--- config.mk ---
export PLATFORM = sky130hd
export DESIGN_NAME = pipe_skid_stage_flat
export DESIGN_NICKNAME = d
export VERILOG_FILES = /design/src/rtl/pipe_skid_stage_if.sv /design/src/rtl/pipe_skid_stage.sv /design/src/flat_wrapper.sv
export SDC_FILE = /design/constraint.sdc
export NUM_CORES = 1
export LEC_CHECK = 0
export ABC_AREA = 0
export CELL_PAD_IN_SITES_DETAIL_PLACEMENT = 0
export CELL_PAD_IN_SITES_GLOBAL_PLACEMENT = 1
export CORE_ASPECT_RATIO = 1.75
export CORE_MARGIN = 4
export CORE_UTILIZATION = 46
export CTS_BUF_LIST = sky130_fd_sc_hd__clkbuf_4 sky130_fd_sc_hd__clkbuf_8 sky130_fd_sc_hd__clkbuf_16
export CTS_CLUSTER_SIZE = 8
export DETAILED_ROUTE_END_ITERATION = 6
export DONT_BUFFER_PORTS = 1
export GPL_TIMING_DRIVEN = 0
export PLACE_DENSITY_LB_ADDON = 0.1
export SYNTH_ARGS = -nofsm -noshare
export SYNTH_HDL_FRONTEND = slang
export SYNTH_SLANG_ARGS = --single-unit
--- constraint.sdc ---
create_clock -name clk -period 2.2 [get_ports clk]
set_input_delay 0.66 -clock clk [delete_from_list [all_inputs] [get_ports clk]]
set_output_delay 0.66 -clock clk [all_outputs]
set_load 0.03 [all_outputs]
--- src/rtl/pipe_skid_stage_if.sv ---
// Handshake bundle for one elastic pipeline stage: upstream beat, downstream beat,
// flush and the back-pressure counter controls.
interface pipe_skid_stage_if #(
  parameter int WIDTH = 32,
  parameter int CNT_W = 16
);
  logic             flush;
  logic             in_valid;
  logic [WIDTH-1:0] in_data;
  logic             in_ready;
  logic             out_valid;
  logic [WIDTH-1:0] out_data;
  logic             out_ready;
  logic [1:0]       occupancy;
  logic [CNT_W-1:0] stall_cnt;
  logic             stall_clr;

  // The stage itself.
  modport slave (
    input  flush, in_valid, in_data, out_ready, stall_clr,
    output in_ready, out_valid, out_data, occupancy, stall_cnt
  );

  // The surrounding pipeline (upstream producer + downstream consumer).
  modport master (
    output flush, in_valid, in_data, out_ready, stall_clr,
    input  in_ready, out_valid, out_data, occupancy, stall_cnt
  );
endinterface

--- src/rtl/pipe_skid_stage.sv ---
// Elastic pipeline register with one skid entry, NOP-loading flush/bubbles and a
// saturating back-pressure counter.
module pipe_skid_stage #(
  parameter int               WIDTH           = 32,
  parameter logic [WIDTH-1:0] NOP_VALUE       = {WIDTH{1'b0}},
  parameter bit               CLEAR_ON_BUBBLE = 1'b1,
  parameter int               CNT_W           = 16
) (
  input logic               clk,
  input logic               rst,
  pipe_skid_stage_if.slave  bus
);

  // Handshake: a beat moves on a side in any cycle where its valid and ready are
  // both 1 at the rising edge. in_ready depends only on the skid register, so
  // there is no combinational path from out_ready back to in_ready; a producer
  // may raise in_valid at any time but must hold in_data while stalled.

  localparam logic [CNT_W-1:0] CNT_MAX = '1;

  logic             main_v;
  logic [WIDTH-1:0] main_d;
  logic             skid_v;
  logic [WIDTH-1:0] skid_d;
  logic [CNT_W-1:0] stall_q;

  logic acc;
  logic drn;
  logic main_load;

  assign acc       = bus.in_valid & ~skid_v;
  assign drn       = main_v & bus.out_ready;
  assign main_load = ~main_v | drn;

  always_ff @(posedge clk) begin
    if (rst || bus.flush) begin
      main_v <= 1'b0;
      main_d <= NOP_VALUE;
      skid_v <= 1'b0;
      skid_d <= NOP_VALUE;
    end else if (main_load) begin
      if (skid_v) begin
        // Skid is older than anything upstream, so it refills main first.
        main_v <= 1'b1;
        main_d <= skid_d;
        skid_v <= 1'b0;
        if (CLEAR_ON_BUBBLE) skid_d <= NOP_VALUE;
      end else if (acc) begin
        main_v <= 1'b1;
        main_d <= bus.in_data;
      end else begin
        main_v <= 1'b0;
        if (CLEAR_ON_BUBBLE) main_d <= NOP_VALUE;
      end
    end else if (acc) begin
      skid_v <= 1'b1;
      skid_d <= bus.in_data;
    end
  end

  // Counts cycles where a valid beat is held back; flush does not touch it.
  always_ff @(posedge clk) begin
    if (rst || bus.stall_clr) begin
      stall_q <= '0;
    end else if (main_v && !bus.out_ready && stall_q != CNT_MAX) begin
      stall_q <= stall_q + CNT_W'(1);
    end
  end

  assign bus.in_ready  = ~skid_v;
  assign bus.out_valid = main_v;
  assign bus.out_data  = main_d;
  assign bus.occupancy = {1'b0, main_v} + {1'b0, skid_v};
  assign bus.stall_cnt = stall_q;

endmodule
--- src/flat_wrapper.sv ---
// flat-port wrapper written by rule: the top's interface ports become plain ports
module pipe_skid_stage_flat 
#(
  parameter int               WIDTH           = 32,
  parameter logic [WIDTH-1:0] NOP_VALUE       = {WIDTH{1'b0}},
  parameter bit               CLEAR_ON_BUBBLE = 1'b1,
  parameter int               CNT_W           = 16
)
  (clk, rst, bus_flush, bus_in_valid, bus_in_data, bus_out_ready, bus_stall_clr, bus_in_ready, bus_out_valid, bus_out_data, bus_occupancy, bus_stall_cnt);
  pipe_skid_stage_if #(.WIDTH(WIDTH), .CNT_W(CNT_W)) bus_i ();
  input logic clk;
  input logic rst;
  input wire logic [$bits(bus_i.flush)-1:0] bus_flush;
  input wire logic [$bits(bus_i.in_valid)-1:0] bus_in_valid;
  input wire logic [$bits(bus_i.in_data)-1:0] bus_in_data;
  input wire logic [$bits(bus_i.out_ready)-1:0] bus_out_ready;
  input wire logic [$bits(bus_i.stall_clr)-1:0] bus_stall_clr;
  output wire logic [$bits(bus_i.in_ready)-1:0] bus_in_ready;
  output wire logic [$bits(bus_i.out_valid)-1:0] bus_out_valid;
  output wire logic [$bits(bus_i.out_data)-1:0] bus_out_data;
  output wire logic [$bits(bus_i.occupancy)-1:0] bus_occupancy;
  output wire logic [$bits(bus_i.stall_cnt)-1:0] bus_stall_cnt;
  assign bus_i.flush = bus_flush;
  assign bus_i.in_valid = bus_in_valid;
  assign bus_i.in_data = bus_in_data;
  assign bus_i.out_ready = bus_out_ready;
  assign bus_i.stall_clr = bus_stall_clr;
  assign bus_in_ready = bus_i.in_ready;
  assign bus_out_valid = bus_i.out_valid;
  assign bus_out_data = bus_i.out_data;
  assign bus_occupancy = bus_i.occupancy;
  assign bus_stall_cnt = bus_i.stall_cnt;
  pipe_skid_stage #(.WIDTH(WIDTH), .NOP_VALUE(NOP_VALUE), .CLEAR_ON_BUBBLE(CLEAR_ON_BUBBLE), .CNT_W(CNT_W)) u_core (.clk(clk), .rst(rst), .bus(bus_i));
endmodule
## After elaboration in Yosys (flattened, before gate mapping)

Index checks and enable logic that the tools add are counted.

| word-level totals | value |
|---|---|
| flip-flop bits (word level) | 82 |
| bits of input ports | 38 |
| output and inout port bits | 52 |
| logic and storage cells | 29 |

| operators by class | value |
|---|---|
| add/subtract/negate cells | 2 |
| eq/ne operators | 2 |
| multiplexer cells | 7 |
| bitwise logic cells | 5 |
| reduce and logical (&&, ||, !) cells | 8 |

Operator list:

| operator | number |
|---|---|
| $mux 32 | 5 |
| $add 16x1->16 const B | 1 |
| $ne 16x16->1 const B | 1 |
| $add 1x1->2 | 1 |
| $and 1x1->1 | 2 |
| $logic_and 1x1->1 | 2 |
| $logic_or 1x1->1 | 2 |
| $mux 1 | 2 |
| $ne 2x1->1 const B | 1 |
| $not 1->1 | 2 |
| $reduce_and 2->1 | 1 |
| $reduce_bool 2->1 | 1 |
| $reduce_or 2->1 | 1 |
| $logic_not 1->1 | 1 |
| $or 1x1->1 | 1 |

## Longest topological paths before layout

| depth | value |
|---|---|
| word-level depth | 4 |
| gate-level depth with buffers | 6 |
| depth with buffers taken out | 5 |

## Worst setup path after synthesis

Ideal clock, no wire load.

| path | value |
|---|---|
| kind | in2reg |
| from | in bus_out_ready |
| to | reg u_core.stall_q[11], in the netlist u_core.bus.stall_cnt[11] |
| library setup time | 70 ps |
| arrival time | 1,741 ps |
| data required time | 2,130 ps |
| slack | 389 ps |
| cell stages on the path | 4 |
| buffers on the path | 0 |
| cells stage by stage | and4b_2 nand4_4 or4_1 a21oi_1 |

| between the ends | value |
|---|---|
| longest elaborated chain between the ends | 3 |

Ends and longest elaborated chain:

| element | RTL line | RTL |
|---|---|---|
| from (decl) | flat_wrapper.sv:16 | `input wire logic [$bits(bus_i.out_ready)-1:0] bus_out_ready;` |
| $logic_not 1->1 | pipe_skid_stage.sv:65 | `end else if (main_v && !bus.out_ready && stall_q != CNT_MAX) begin` |
| $logic_and 1x1->1 (2 in series) | pipe_skid_stage.sv:65 |  |
| to (signal assigned) | pipe_skid_stage.sv:66 | `stall_q <= stall_q + CNT_W'(1);` |
| to (decl) | pipe_skid_stage.sv:25 | `logic [CNT_W-1:0] stall_q;` |

No other way between the ends.
A chain may end at the register's enable or synchronous reset.

## Final worst setup path

| path | value |
|---|---|
| from | reg u_core.main_v, in the netlist u_core.bus.out_valid |
| to | out bus_occupancy[0] |

| between the ends | value |
|---|---|
| longest elaborated chain between the ends | 1 |

Ends and longest elaborated chain:

| element | RTL line | RTL |
|---|---|---|
| from (decl) | pipe_skid_stage.sv:21 | `logic main_v;` |
| from (signal assigned) | pipe_skid_stage.sv:37 | `main_v <= 1'b0;` |
| from (signal assigned) | pipe_skid_stage.sv:44 | `main_v <= 1'b1;` |
| from (signal assigned) | pipe_skid_stage.sv:49 | `main_v <= 1'b1;` |
| $add 1x1->2 | pipe_skid_stage.sv:73 | `assign bus.occupancy = {1'b0, main_v} + {1'b0, skid_v};` |
| to (decl) | flat_wrapper.sv:21 | `output wire logic [$bits(bus_i.occupancy)-1:0] bus_occupancy;` |

No other way between the ends.

==> run_summary.xml <==
<?xml version="1.0" encoding="UTF-8"?>
<metrics>
  <group name="status">
    <metric name="outcome" unit="">complete, no violations</metric>
  </group>
  <group name="place">
    <metric name="detailedPlacementHpwl" unit="mm">6.215</metric>
    <metric name="post-place-ws" unit="ps">138.9</metric>
    <metric name="postPlaceCellArea" unit="sq um">3487</metric>
    <metric name="dpl.cell_count" unit="">453</metric>
    <metric name="place_congestion" unit="">0.8115</metric>
    <metric name="port_buffers" unit="">0</metric>
  </group>
  <group name="synth">
    <metric name="synth_top_area_share" unit="">0.4857</metric>
    <metric name="synth_area_per_cell" unit="sq um">9.208</metric>
    <metric name="synthesis.instances" unit="">367</metric>
    <metric name="synth_seq_area_share" unit="">0.4857</metric>
    <metric name="async_set_or_reset_register_ratio_after_synthesis" unit="">0</metric>
    <metric name="ys_ff_latch" unit="">82</metric>
    <metric name="ys.warnings.count" unit="">0</metric>
    <metric name="number_of_different_library_cells_in_the_post_synthesis_netlist" unit="">40</metric>
    <metric name="synth_fp_nets" unit="">407</metric>
    <metric name="yosys-top-cells-area" unit="">dfxtp_1, a22o_1, a211oi_1</metric>
    <metric name="post-synth-top-area-cell" unit="">dfxtp_1</metric>
    <metric name="synth-edff-count" unit="">0</metric>
    <metric name="dominant_synthesized_flop_cell" unit="">dfxtp_1</metric>
    <metric name="mappedNetlistArea" unit="sq um">3379</metric>
  </group>
  <group name="route">
    <metric name="num_vias" unit="">2804</metric>
    <metric name="routed_via_density" unit="">5.979</metric>
    <metric name="detail-route-antenna-nets" unit="">0</metric>
    <metric name="drt-initial-drc-count" unit="">219</metric>
    <metric name="routed.top_layer" unit="">met4</metric>
    <metric name="drc" unit="">0</metric>
    <metric name="met3WireLength" unit="um">621</metric>
    <metric name="routed_wl" unit="mm">8.725</metric>
    <metric name="wl_met1" unit="mm">3.436</metric>
    <metric name="route.detailed.wl_per_inst" unit="um">18.60</metric>
    <metric name="firstDrtPassIters" unit="">4</metric>
    <metric name="met2WireLength" unit="mm">4.545</metric>
  </group>
  <group name="pwr">
    <metric name="post-layout-total-power" unit="mW">3.226</metric>
    <metric name="ratio_of_total_power_to_cell_area" unit="nW/um^2">848.8</metric>
    <metric name="irDropWorstVdd" unit="mV">0.7611</metric>
    <metric name="leakagePower" unit="nW">1.533</metric>
  </group>
  <group name="sta">
    <metric name="timing_max_transition_violations_final" unit="">0</metric>
    <metric name="finalSetupViolations" unit="">0</metric>
    <metric name="actual_slew_at_the_worst_max_slew_pin" unit="ps">587.6</metric>
    <metric name="setup-tns-final" unit="ps">0</metric>
    <metric name="timing.slew.headroom" unit="">0.6078</metric>
    <metric name="grt_setup_unrepaired" unit="">no</metric>
    <metric name="number_of_hold_slack_violations_in_the_final_timing_report" unit="">0</metric>
    <metric name="final_min_period_over_clock_period" unit="">0.9218</metric>
    <metric name="timing.fmax" unit="MHz">493.1</metric>
    <metric name="setup_ws" unit="ps">172.1</metric>
    <metric name="fin_worst_hold_slack" unit="ps">458.2</metric>
    <metric name="post-route-min-period" unit="ps">2028</metric>
    <metric name="finClkSkew" unit="ps">4.988</metric>
  </group>
  <group name="critical_path">
    <metric name="critical_path.top_delay_family" unit="">flip-flops</metric>
    <metric name="path_cells" unit="">ha_1</metric>
    <metric name="critPathMaxFanout" unit="">6</metric>
    <metric name="worst_setup_path_end_kind" unit="">primary output</metric>
    <metric name="worst_endpoint_required_time" unit="ps">1540</metric>
    <metric name="type_of_the_setup_path_with_the_least_slack" unit="">reg2out</metric>
    <metric name="max_stage_delay_cell_worst_path" unit="">dfxtp_1</metric>
    <metric name="cp_data_arrival_time" unit="ps">1370</metric>
    <metric name="cp.buffers_inverters" unit="">0</metric>
    <metric name="crit_path_max_incr_delay" unit="ps">620</metric>
    <metric name="timing.critical_path.from_type" unit="">flop</metric>
  </group>
  <group name="floorplanning">
    <metric name="core_region_area" unit="sq um">7182</metric>
    <metric name="placementRows" unit="">41</metric>
    <metric name="die_footprint" unit="sq um">8836</metric>
    <metric name="die_height" unit="um">121.4</metric>
    <metric name="die_w" unit="um">72.79</metric>
    <metric name="initial_utilization" unit="">0.4706</metric>
    <metric name="pin_count" unit="">90</metric>
  </group>
  <group name="cells_and_area">
    <metric name="layout.filler_cells" unit="">713</metric>
    <metric name="final-instance-count-excl-fill" unit="">469</metric>
    <metric name="finish.net_count" unit="">418</metric>
    <metric name="area.growth.synth_to_final" unit="%">12.48</metric>
    <metric name="n_antenna_cell" unit="">0</metric>
    <metric name="fin_util" unit="">0.5293</metric>
    <metric name="area_taken_by_flip_flops_and_latches" unit="sq um">1642</metric>
    <metric name="drive_above_1_share" unit="">0.1044</metric>
    <metric name="design_area" unit="sq um">3801</metric>
    <metric name="multi_input_area" unit="sq um">1567</metric>
  </group>
  <group name="cts">
    <metric name="insertion_delay" unit="ps">330</metric>
    <metric name="cts.reportedPaths.clkPinSlew" unit="ps">60</metric>
    <metric name="number_of_cts_inserted_buffers" unit="">9</metric>
    <metric name="cts-root-buf" unit="">clkbuf_16</metric>
    <metric name="h_tree_levels" unit="">3</metric>
    <metric name="cts_setup_buffers" unit="">0</metric>
    <metric name="clk_path_buf_depth" unit="">2</metric>
    <metric name="cts_num_sinks" unit="">82</metric>
    <metric name="tritoncts" unit="">built</metric>
  </group>
  <group name="flow_run">
    <metric name="cap_viol_max_count" unit="">0</metric>
  </group>
  <group name="global_route">
    <metric name="grt_pass1_wl" unit="mm">14.41</metric>
    <metric name="grt_antenna_before_repair" unit="">0</metric>
    <metric name="grt_start_max_net_pins" unit="">14</metric>
    <metric name="grtUsageTotal" unit="">0.2088</metric>
    <metric name="grt_pass1_vias" unit="">2825</metric>
    <metric name="overflow" unit="">0</metric>
  </group>
  <group name="worst_hold_path">
    <metric name="worstHoldPathType" unit="">in2reg</metric>
  </group>
</metrics>
synth_stat cells, types with 4 or more instances:
master,n
dfxtp_1,82
clkbuf_1,16
and3_1,34
buf_2,11
o21ai_0,6
a22o_1,32
a21oi_1,41
nor2_1,40
nand4_1,4
inv_1,6
nor3_1,4
nand2_1,9
o31ai_1,4
or3_1,4
a211oi_1,35
layer usage:
layer,track usage,vias up
met2,0.3360,75
met1,0.2598,1323
met5,0,-
li1,-,1396
met4,0.07275,0
met3,0.06551,10
layout by cell type (no fill, tap or decap), types with 4 or more instances in the layout:
| cell | instances |
|---|---|
| a211oi_1 | 35 |
| a21oi_1 | 41 |
| a22o_1 | 32 |
| and3_1 | 34 |
| buf_2 | 11 |
| clkbuf_1 | 14 |
| clkbuf_16 | 9 |
| dfxtp_1 | 82 |
| inv_1 | 6 |
| nand2_1 | 9 |
| nand4_1 | 4 |
| nor2_1 | 40 |
| nor3_1 | 4 |
| o21ai_0 | 6 |
| o31ai_1 | 4 |
| or3_1 | 4 |
flip-flops by register name, indices dropped and copies added, names as in the netlist:
name	count
u_core.bus.stall_cnt	16
u_core.skid_d	32
u_core.bus.out_data	32
u_core.bus.out_valid	1
u_core.skid_v	1
power breakdown:
part	internal [mW]	switching, mW
combinational	0.0533	0.0844
sequential	1.51	0.0596
clock	0.936	0.584
cell type report:
| cell class | count | area share |
|---|---|---|
| inverters | 6 | 0.005925 |
| clock buffers | 12 | 0.06682 |
| well taps | 86 | 0.02831 |
| flip-flops and latches | 82 | 0.4319 |
| multi-input cells | 246 | 0.4121 |
| plain buffers | 33 | 0.04147 |
| clock inverters | 4 | 0.01350 |
repair_timing:
action | 4_1_cts | 5_1_grt
endpoints found under the setup margin | 1 | 4
hold buffers | 0 | 0
resized for setup | 1 | 3
final timing paths:
path                        startpoint           endpoint  slack (ps)  cells past startpoint
hold reg to reg      u_core.skid_d[23]  u_core.skid_d[23]         470                      1
setup reg to reg  u_core.bus.out_valid  u_core.skid_d[30]         240                      5
setup / recovery  u_core.bus.out_valid   bus_occupancy[0]         170                      1
hold / removal         bus_in_data[28]  u_core.skid_d[28]         460                      1
cell families (layout without fill, tap and decap cells):
family                     count (synthesis)  count (layout)  synth area share
adders and majority gates                  2               2          0.007403
and+or+nand+nor                          116             116            0.1903
DFF                                       82              82            0.4857
buffers and inverters                     39              55           0.05257
AOI/OAI and AO/OA                        127             127            0.2610
muxes                                      1               1          0.002962
Note: power is estimated with default switching activity, not from simulation.
